[src/rtl/hazard_interlock_controller_pkg.sv]
// Shared definitions for the hazard interlock controller: opcodes, instruction
// field positions, shadow-pipeline entry type and forwarding-select encoding.
package hazard_interlock_controller_pkg;

    localparam logic [3:0] OP_NOP   = 4'b0000;
    localparam logic [3:0] OP_STORE = 4'b1100;
    localparam logic [3:0] OP_LOAD  = 4'b1011;

    localparam int OP_MSB = 19;
    localparam int OP_LSB = 16;
    localparam int F1_MSB = 15;
    localparam int F1_LSB = 12;
    localparam int F2_MSB = 11;
    localparam int F2_LSB = 8;
    localparam int F3_MSB = 7;
    localparam int F3_LSB = 4;

    localparam logic [1:0] FWD_RF    = 2'b00;
    localparam logic [1:0] FWD_EXMEM = 2'b01;
    localparam logic [1:0] FWD_MEMWB = 2'b10;

    typedef struct packed {
        logic       valid;
        logic [3:0] rd;
        logic       is_load;
    } sb_entry_t;

    localparam sb_entry_t SB_EMPTY = '0;

    // The youngest in-flight producer wins when both EX and MEM hold the register.
    function automatic logic [1:0] fwd_select(input logic [3:0] rs,
                                              input logic       ex_valid,
                                              input logic [3:0] ex_rd,
                                              input logic       mem_valid,
                                              input logic [3:0] mem_rd);
        if (ex_valid && ex_rd == rs)
            return FWD_EXMEM;
        else if (mem_valid && mem_rd == rs)
            return FWD_MEMWB;
        return FWD_RF;
    endfunction

endpackage

[src/rtl/hazard_interlock_controller_operand_extract.sv]
// hazard_operand_extract: maps a decode instruction to its source registers,
// destination and load flag; STORE takes its sources from f1/f2 instead of f2/f3.
module hazard_operand_extract
    import hazard_interlock_controller_pkg::*;
(
    input  logic [19:0] i_instr,
    output logic [3:0]  o_rs1,
    output logic [3:0]  o_rs2,
    output logic        o_uses_src,
    output logic        o_writes,
    output logic [3:0]  o_rd,
    output logic        o_is_load
);

    logic [3:0] w_op;
    logic [3:0] w_f1;
    logic [3:0] w_f2;
    logic [3:0] w_f3;
    logic       w_store;
    logic       w_unused;

    assign w_op    = i_instr[OP_MSB:OP_LSB];
    assign w_f1    = i_instr[F1_MSB:F1_LSB];
    assign w_f2    = i_instr[F2_MSB:F2_LSB];
    assign w_f3    = i_instr[F3_MSB:F3_LSB];
    assign w_store = (w_op == OP_STORE);

    assign o_rs1      = w_store ? w_f1 : w_f2;
    assign o_rs2      = w_store ? w_f2 : w_f3;
    assign o_uses_src = (w_op != OP_NOP);
    assign o_writes   = (w_op != OP_NOP) && !w_store;
    assign o_rd       = w_f1;
    assign o_is_load  = (w_op == OP_LOAD);

    assign w_unused = ^i_instr[F3_LSB-1:0];

endmodule

[src/rtl/hazard_interlock_controller.sv]
// Decode-stage interlock: shadows EX/MEM/WB destinations and decides issue vs stall.
// Optional operand forwarding with load-use interlock when HAZARD_FORWARDING_EN is defined.
module hazard_interlock_controller
    import hazard_interlock_controller_pkg::*;
#(
    parameter int WB_BYPASS   = 1,
    parameter int STALL_CNT_W = 16
) (
    input  logic                   clock,
    input  logic                   reset,
    input  logic                   id_valid,
    input  logic [19:0]            id_instruction,
    input  logic                   flush,
    output logic                   stall,
    output logic                   bubble,
    output logic                   issue,
    output logic [1:0]             fwdA_sel,
    output logic [1:0]             fwdB_sel,
    output logic [STALL_CNT_W-1:0] stall_count
);

    logic [3:0] w_rs1;
    logic [3:0] w_rs2;
    logic       w_uses_src;
    logic       w_writes;
    logic [3:0] w_rd;
    logic       w_is_load;
    logic       w_hazard;
    logic       w_unused;

    sb_entry_t              r_ex;
    sb_entry_t              r_mem;
    sb_entry_t              r_wb;
    logic [STALL_CNT_W-1:0] r_stall_count;

    hazard_operand_extract u_extract (
        .i_instr    (id_instruction),
        .o_rs1      (w_rs1),
        .o_rs2      (w_rs2),
        .o_uses_src (w_uses_src),
        .o_writes   (w_writes),
        .o_rd       (w_rd),
        .o_is_load  (w_is_load)
    );

`ifdef HAZARD_FORWARDING_EN
    // Only a load still in EX cannot be forwarded in time.
    assign w_hazard = w_uses_src && r_ex.valid && r_ex.is_load &&
                      (r_ex.rd == w_rs1 || r_ex.rd == w_rs2);
`else
    logic w_ex_hit;
    logic w_mem_hit;
    logic w_wb_hit;

    assign w_ex_hit  = r_ex.valid  && (r_ex.rd  == w_rs1 || r_ex.rd  == w_rs2);
    assign w_mem_hit = r_mem.valid && (r_mem.rd == w_rs1 || r_mem.rd == w_rs2);
    assign w_wb_hit  = r_wb.valid  && (r_wb.rd  == w_rs1 || r_wb.rd  == w_rs2);
    assign w_hazard  = w_uses_src &&
                       (w_ex_hit || w_mem_hit || (WB_BYPASS == 0 && w_wb_hit));
`endif

    assign stall  = id_valid && w_hazard && !flush;
    assign issue  = id_valid && !w_hazard && !flush;
    assign bubble = !issue;

    always_ff @(posedge clock or negedge reset) begin
        if (!reset) begin
            r_ex          <= SB_EMPTY;
            r_mem         <= SB_EMPTY;
            r_wb          <= SB_EMPTY;
            r_stall_count <= '0;
        end else begin
            r_wb  <= r_mem;
            r_mem <= r_ex;
            r_ex  <= (issue && w_writes) ? {1'b1, w_rd, w_is_load} : SB_EMPTY;
            if (stall && r_stall_count != '1)
                r_stall_count <= r_stall_count + 1'b1;
        end
    end

    assign stall_count = r_stall_count;

`ifdef HAZARD_FORWARDING_EN
    logic [1:0] r_fwdA;
    logic [1:0] r_fwdB;

    always_ff @(posedge clock or negedge reset) begin
        if (!reset) begin
            r_fwdA <= FWD_RF;
            r_fwdB <= FWD_RF;
        end else if (issue && w_uses_src) begin
            r_fwdA <= fwd_select(w_rs1, r_ex.valid, r_ex.rd, r_mem.valid, r_mem.rd);
            r_fwdB <= fwd_select(w_rs2, r_ex.valid, r_ex.rd, r_mem.valid, r_mem.rd);
        end else begin
            r_fwdA <= FWD_RF;
            r_fwdB <= FWD_RF;
        end
    end

    assign fwdA_sel = r_fwdA;
    assign fwdB_sel = r_fwdB;
`else
    assign fwdA_sel = FWD_RF;
    assign fwdB_sel = FWD_RF;
`endif

    assign w_unused = ^{r_ex.is_load, r_mem.is_load, r_wb, (WB_BYPASS != 0)};

endmodule

[config.mk]
export PLATFORM = sky130hd
export DESIGN_NAME = hazard_interlock_controller
export DESIGN_NICKNAME = d
export VERILOG_FILES = /design/src/rtl/hazard_interlock_controller_pkg.sv /design/src/rtl/hazard_interlock_controller_operand_extract.sv /design/src/rtl/hazard_interlock_controller.sv
export SDC_FILE = /design/constraint.sdc
export NUM_CORES = 1
export LEC_CHECK = 0
export BUFFER_PORTS_ARGS = -buffer_cell sky130_fd_sc_hd__buf_2
export CAP_MARGIN = 20
export CORE_MARGIN = 8
export CORE_UTILIZATION = 53
export CTS_BUF_LIST = sky130_fd_sc_hd__clkbuf_4
export CTS_CLUSTER_SIZE = 14
export DETAILED_ROUTE_END_ITERATION = 8
export PLACE_DENSITY = 0.91
export SYNTH_ARGS = -nofsm -noshare
export SYNTH_HDL_FRONTEND = slang
export SYNTH_SLANG_ARGS = --single-unit
[constraint.sdc]
create_clock -name clock -period 2 [get_ports clock]
set_input_delay 0.1 -clock clock [delete_from_list [all_inputs] [get_ports clock]]
set_output_delay 0.1 -clock clock [all_outputs]
set_load 0.005 [all_outputs]
# Yosys cells after proc, flatten, opt, wreduce, memory -nomap -nowiden
# Index checks and enable logic that the tools add are counted.
# classes
addsub	1
n_eq_ne	7
mux	3
reduce_logical	18
# ops
cell	count
$add 16x1->16 const B	1
$eq 4x4->1	4
$ne 16x16->1 const B	1
$logic_and 1x1->1	10
$eq 4x4->1 const B	2
$mux 4	2
$mux 6	1
$logic_not 1->1	4
$reduce_bool 4->1	1
$logic_or 1x1->1	3
# totals
register_bits	26

# Depth between registers and ports, before layout
# logic_depth
ltp_word	12
mapped_depth	9

# Modules after synthesis
# A second synthesis with hierarchy kept.
# unflattened
hier_cells	140
area_unflattened_um2	1559.0
# modules_own_cells
mod	n_inst	cells_each	area_per_inst_um2	seq_area_each_um2
hazard_interlock_controller	1	122	1350.0	650.6
hazard_operand_extract	1	18	209.0	0.0

# Worst setup path after synthesis
# OpenSTA, ideal clock, no wires.
# synth_path
path_kind	reg-to-reg
startpoint	reg r_ex[1] (netlist bit)
endpoint	reg r_stall_count[1] (netlist: stall_count[1])
t_arrival_ns	1.668
path_slack_ns	0.205
path_stages_with_launch	8
synth_period_minus_slack_ns	1.795
cell_sequence	dfrtp_1 > xor2_1 > nor4_1 > nand3_1 > o2111a_1 > buf_6 > nor2_1 > mux2_1
# synth_via
elab_chain_len	8
elab_cells_between_ends	9
classes_between	eq/ne: 2; reduce/logical: 7
# synth_rtl
element	line	rtl
from (decl)	hazard_interlock_controller.sv:31	sb_entry_t r_ex;
from (signal assigned)	hazard_interlock_controller.sv:75	r_ex <= (issue && w_writes) ? {1'b1, w_rd, w_is_load} : SB_EMPTY;
$eq 4x4->1	hazard_interlock_controller.sv:55	assign w_ex_hit = r_ex.valid && (r_ex.rd == w_rs1 || r_ex.rd == w_rs2);
$logic_or 1x1->1 (*)	hazard_interlock_controller.sv:55	
$logic_and 1x1->1 (*)	hazard_interlock_controller.sv:55	
$logic_or 1x1->1 (*)	hazard_interlock_controller.sv:59	(w_ex_hit || w_mem_hit || (WB_BYPASS == 0 && w_wb_hit));
$logic_and 1x1->1 (*)	hazard_interlock_controller.sv:58	assign w_hazard = w_uses_src &&
$logic_and 1x1->1 (*) (2 in series)	hazard_interlock_controller.sv:62	assign stall = id_valid && w_hazard && !flush;
$logic_and 1x1->1 (*)	hazard_interlock_controller.sv:76	if (stall && r_stall_count != '1)
to (signal assigned)	hazard_interlock_controller.sv:77	r_stall_count <= r_stall_count + 1'b1;
to (decl)	hazard_interlock_controller.sv:34	logic [STALL_CNT_W-1:0] r_stall_count;
# Mark *: on every way between the ends. The rest lies on a longest branch, timed or not.
# A chain may end at the register's enable or synchronous reset.

# Worst setup path after layout
# layout_path
startpoint	reg r_ex[4] (netlist bit)
endpoint	reg r_stall_count[13] (netlist: stall_count[13])
# The elaborated chain is that of the path after synthesis.

==> reports/qor.yml <==
cells_and_area:
  layout.cells.non_filler: 228
  final_core_util_pct: 70.1
  nets: 223
  regArea_um2: 651
  drive_above_1_share_pct: 36.5
  fillers: 212
  antenna_cells: 0
  syn_to_final_growth_pct: 24.7
  multi_input_area_um2: 912
  final_area_um2: 1930
sta:
  clock_skew_ns: 0.00808
  fmax_mhz: 493
  fin_crit_sh_pct: 102
  setup_viol: 3
  slew_headroom_pct: 61.4
  period_needed_ns: 2.03
  tightest_slew_ns: 0.574
  hold_viol: 0
  fin_setup_tns_ns: -0.0432
  setup_ws_ns: -0.0305
  slew_viol_final: 0
  rsz0062_at_grt: "true"
worst_hold_path:
  hp-class: "in -> reg"
  min_from: "id_instruction[12]"
  holdPathStages: 2
  hold_end: "r_ex[1]"
yosys:
  avgSynthCellArea_um2: 10.5
  syn_inst: 147
  yosysWarnings: 0
  synth_top_cell_area_share_pct: 42.0
  ys_seq_area_share_pct: 42.0
  synth.distinct_cells: 34
  synth_area_leaders: "dfrtp_1 (42%), xor2_1 (11%), xnor2_1 (9.0%)"
  yosys.area.top_type: "dfrtp_1"
  ys_ff_latch: 26
  synth_area_um2: 1550
power_and_ir_drop:
  p_per_area_nw_per_um2: 592
  p_leak_nw: 1.00
  power_mw: 1.14
  ir_worst_vdd_mv: 0.535
critical_path:
  cp_data_required_time_ns: 2.25
  startpoint_type: "register"
  crit_path_top_delay_cell: "dfrtp_1"
  regToRegSetupSlack_ns: -0.03
  slowest_delay_ns: 0.46
  cp-end-kind: "register"
  path_cells: "xor2_1, nor4_1, a31oi_1, o2111a_2, buf_4, nor4_4, xor2_1"
  rr_worst_depth: 7
  crit_fanout: 5
  worstPathArrival_ns: 2.28
  crit_path_frequent_cell: "xor2_1"
  path_class: "reg -> reg"
  reg2reg_from: "r_ex[4]"
  rr_endpoint: "stall_count[13]"
clock_tree:
  clk_latency_ns: 0.33
  cts_sinks: 26
  htree_levels: 1
  root_buffer: "clkbuf_4"
  cts_tree: "done"
  cts_buffers: 3
  cts.clk_slew.worst_paths_ns: 0.14
  cts_buffer_depth: 2
run_status:
  violations: "setup timing"
  outcome: "complete, but fails checks"
floorplanning:
  rows: 19
  die_width_um: 70.1
  die_y_um: 70.1
  io_pins: 47
  core_area_um2: 2760
  die-area_um2: 4910
  start_util_pct: 56.2
route:
  num_vias: 1243
  drc: 0
  routed_wl_um: 3630
  ant_nets: 0
  drt_first_pass_iters: 4
  routedWlPerCell_um: 15.9
  viasPerCell: 5.45
  first_iter_violations: 61
grt:
  grt_pass1_vias: 1285
  grt_max_degree: 27
  antenna_found_initial: 0
  grt-ovfl-total: 0
  grt_use_total_pct: 13.3
  grt_pass1_wl_um: 5470
job:
  cap_violations: 0
placed_design:
  place_area_um2: 1750
  dpl.cell_count: 216
  gp_congestion: 0.810
  place.port_buffers: 38
  dp_hpwl_um: 2630
==> synthesized netlist by cell type <==
cell / count
a31oi_1: 1
and2_1: 4
and3_1: 4
buf_12: 1
buf_4: 4
buf_6: 1
conb_1: 1
dfrtp_1: 26
ha_1: 1
inv_1: 3
mux2_1: 3
mux2_2: 1
mux2i_1: 1
nand2_1: 13
nand2_4: 1
nand2b_1: 2
nand3_1: 9
nand4_1: 4
nand4b_1: 1
nor2_1: 11
nor2b_1: 1
nor2b_2: 1
nor3_1: 1
nor3_2: 3
nor3_4: 1
nor3b_2: 2
nor3b_4: 1
nor4_1: 4
nor4_2: 2
nor4b_2: 1
o2111a_1: 1
o21ai_1: 1
xnor2_1: 16
xor2_1: 20
==> cells by family (layout without fill, tap and decap cells) <==
kind of cell               Yosys count  in the layout  share of synthesized area (%)
DFF                                 26             26                           42.0
and+or+nand+nor                     66             66                           27.0
adders and majority gates            1              1                          0.807
buffers and inverters                9             55                           4.68
muxes                                5              5                           3.55
xor gates and xnor gates            36             36                           20.3
AOI/OAI and AO/OA                    3              4                           1.45
other                                1              4                          0.242
==> metal layers <==
| metal | part of all wire (%) | vias to the layer above | track usage [%] |
|---|---|---|---|
| met5 | 0 | - | 0 |
| met4 | 0.77 | 0 | 4.69 |
| met3 | 7.0 | 3 | 4.66 |
| met2 | 52 | 43 | 24.1 |
| met1 | 40 | 603 | 13.7 |
| li1 | - | 594 | - |
==> through the flow <==
step           hold slack [ns]  worst slack [ns]
2_1_floorplan           -0.196             0.205
3_3_place_gp             0.119            0.0624
3_5_place_dp             0.126           -0.0522
4_1_cts                 0.0211            0.0135
5_1_grt                 0.0163            -0.172
6_report                0.0232           -0.0305
==> cell usage in the layout (no fill, tap or decap), types with 2 or more instances in the layout <==
cell	Yosys	routed
and3_1	4	4
nand2_1	13	12
conb_1	1	4
nor3_2	3	2
dfrtp_1	26	26
and2_1	4	4
nor2_1	11	9
nor3_4	1	2
xor2_1	20	20
inv_1	3	3
xnor2_1	16	15
mux2_1	3	3
buf_4	4	9
nor3b_4	1	2
nor4_1	4	4
nor2_2	0	2
nor4_4	0	2
nand2b_1	2	2
o2111a_2	0	2
nand4_1	4	4
nand3_1	9	9
buf_2	0	38
clkbuf_4	0	3
==> worst max-delay path, delay by kind of cell, from the launching register on <==
| family | cells | cell delay [ns] |
|---|---|---|
| XOR/XNOR | 2 | 0.41 |
| AO/OA/AOI/OAI | 2 | 0.34 |
| AND/OR/NAND/NOR | 2 | 0.55 |
| buffers and inverters | 1 | 0.19 |
| flip-flops | 1 | 0.46 |
==> timing repair <==
item | in CTS | in global routing
gates cloned | 0 | 1
endpoints found under the setup margin | 5 | 12
pin swaps | 2 | 12
gates resized for setup | 3 | 10
buffers inserted | 1 | 5
endpoints found under the hold margin | 26 | 0
hold buffers | 1 | 0
==> report_power, final <==
group	total [mW]	internal, mW	switching [mW]
Sequential	0.587	0.554	0.0336
Clock	0.364	0.203	0.161
Combinational	0.193	0.0967	0.0967
==> registers in the layout, indices dropped and copies added, names as in the netlist <==
register     cells
stall_count     16
r_ex             5
r_mem            5
==> worst max-delay path by stage <==
| stage | from | end | slack, ns | cells after the start |
|---|---|---|---|---|
| 2_1_floorplan | r_ex[1] | stall_count[1] | 0.20 | 7 |
| 3_3_place_gp | r_ex[1] | stall_count[13] | 0.06 | 7 |
| 3_5_place_dp | r_mem[2] | stall_count[13] | -0.05 | 8 |
| 4_1_cts | r_mem[4] | issue | 0.01 | 8 |
| 5_1_grt | r_ex[3] | stall_count[13] | -0.17 | 7 |
| 6_report | r_ex[4] | stall_count[13] | -0.03 | 7 |
==> area by class of cell <==
type | instances | share of cell area [%]
Multi-Input combinational cell | 116 | 47.2
Sequential cell | 26 | 33.7
Timing Repair Buffer | 48 | 13.9
Tap cell | 31 | 2.01
Clock inverter | 1 | 1.55
Clock buffer | 3 | 1.17
Inverter | 3 | 0.583
No activity file was read; power rests on OpenSTA's default activity.
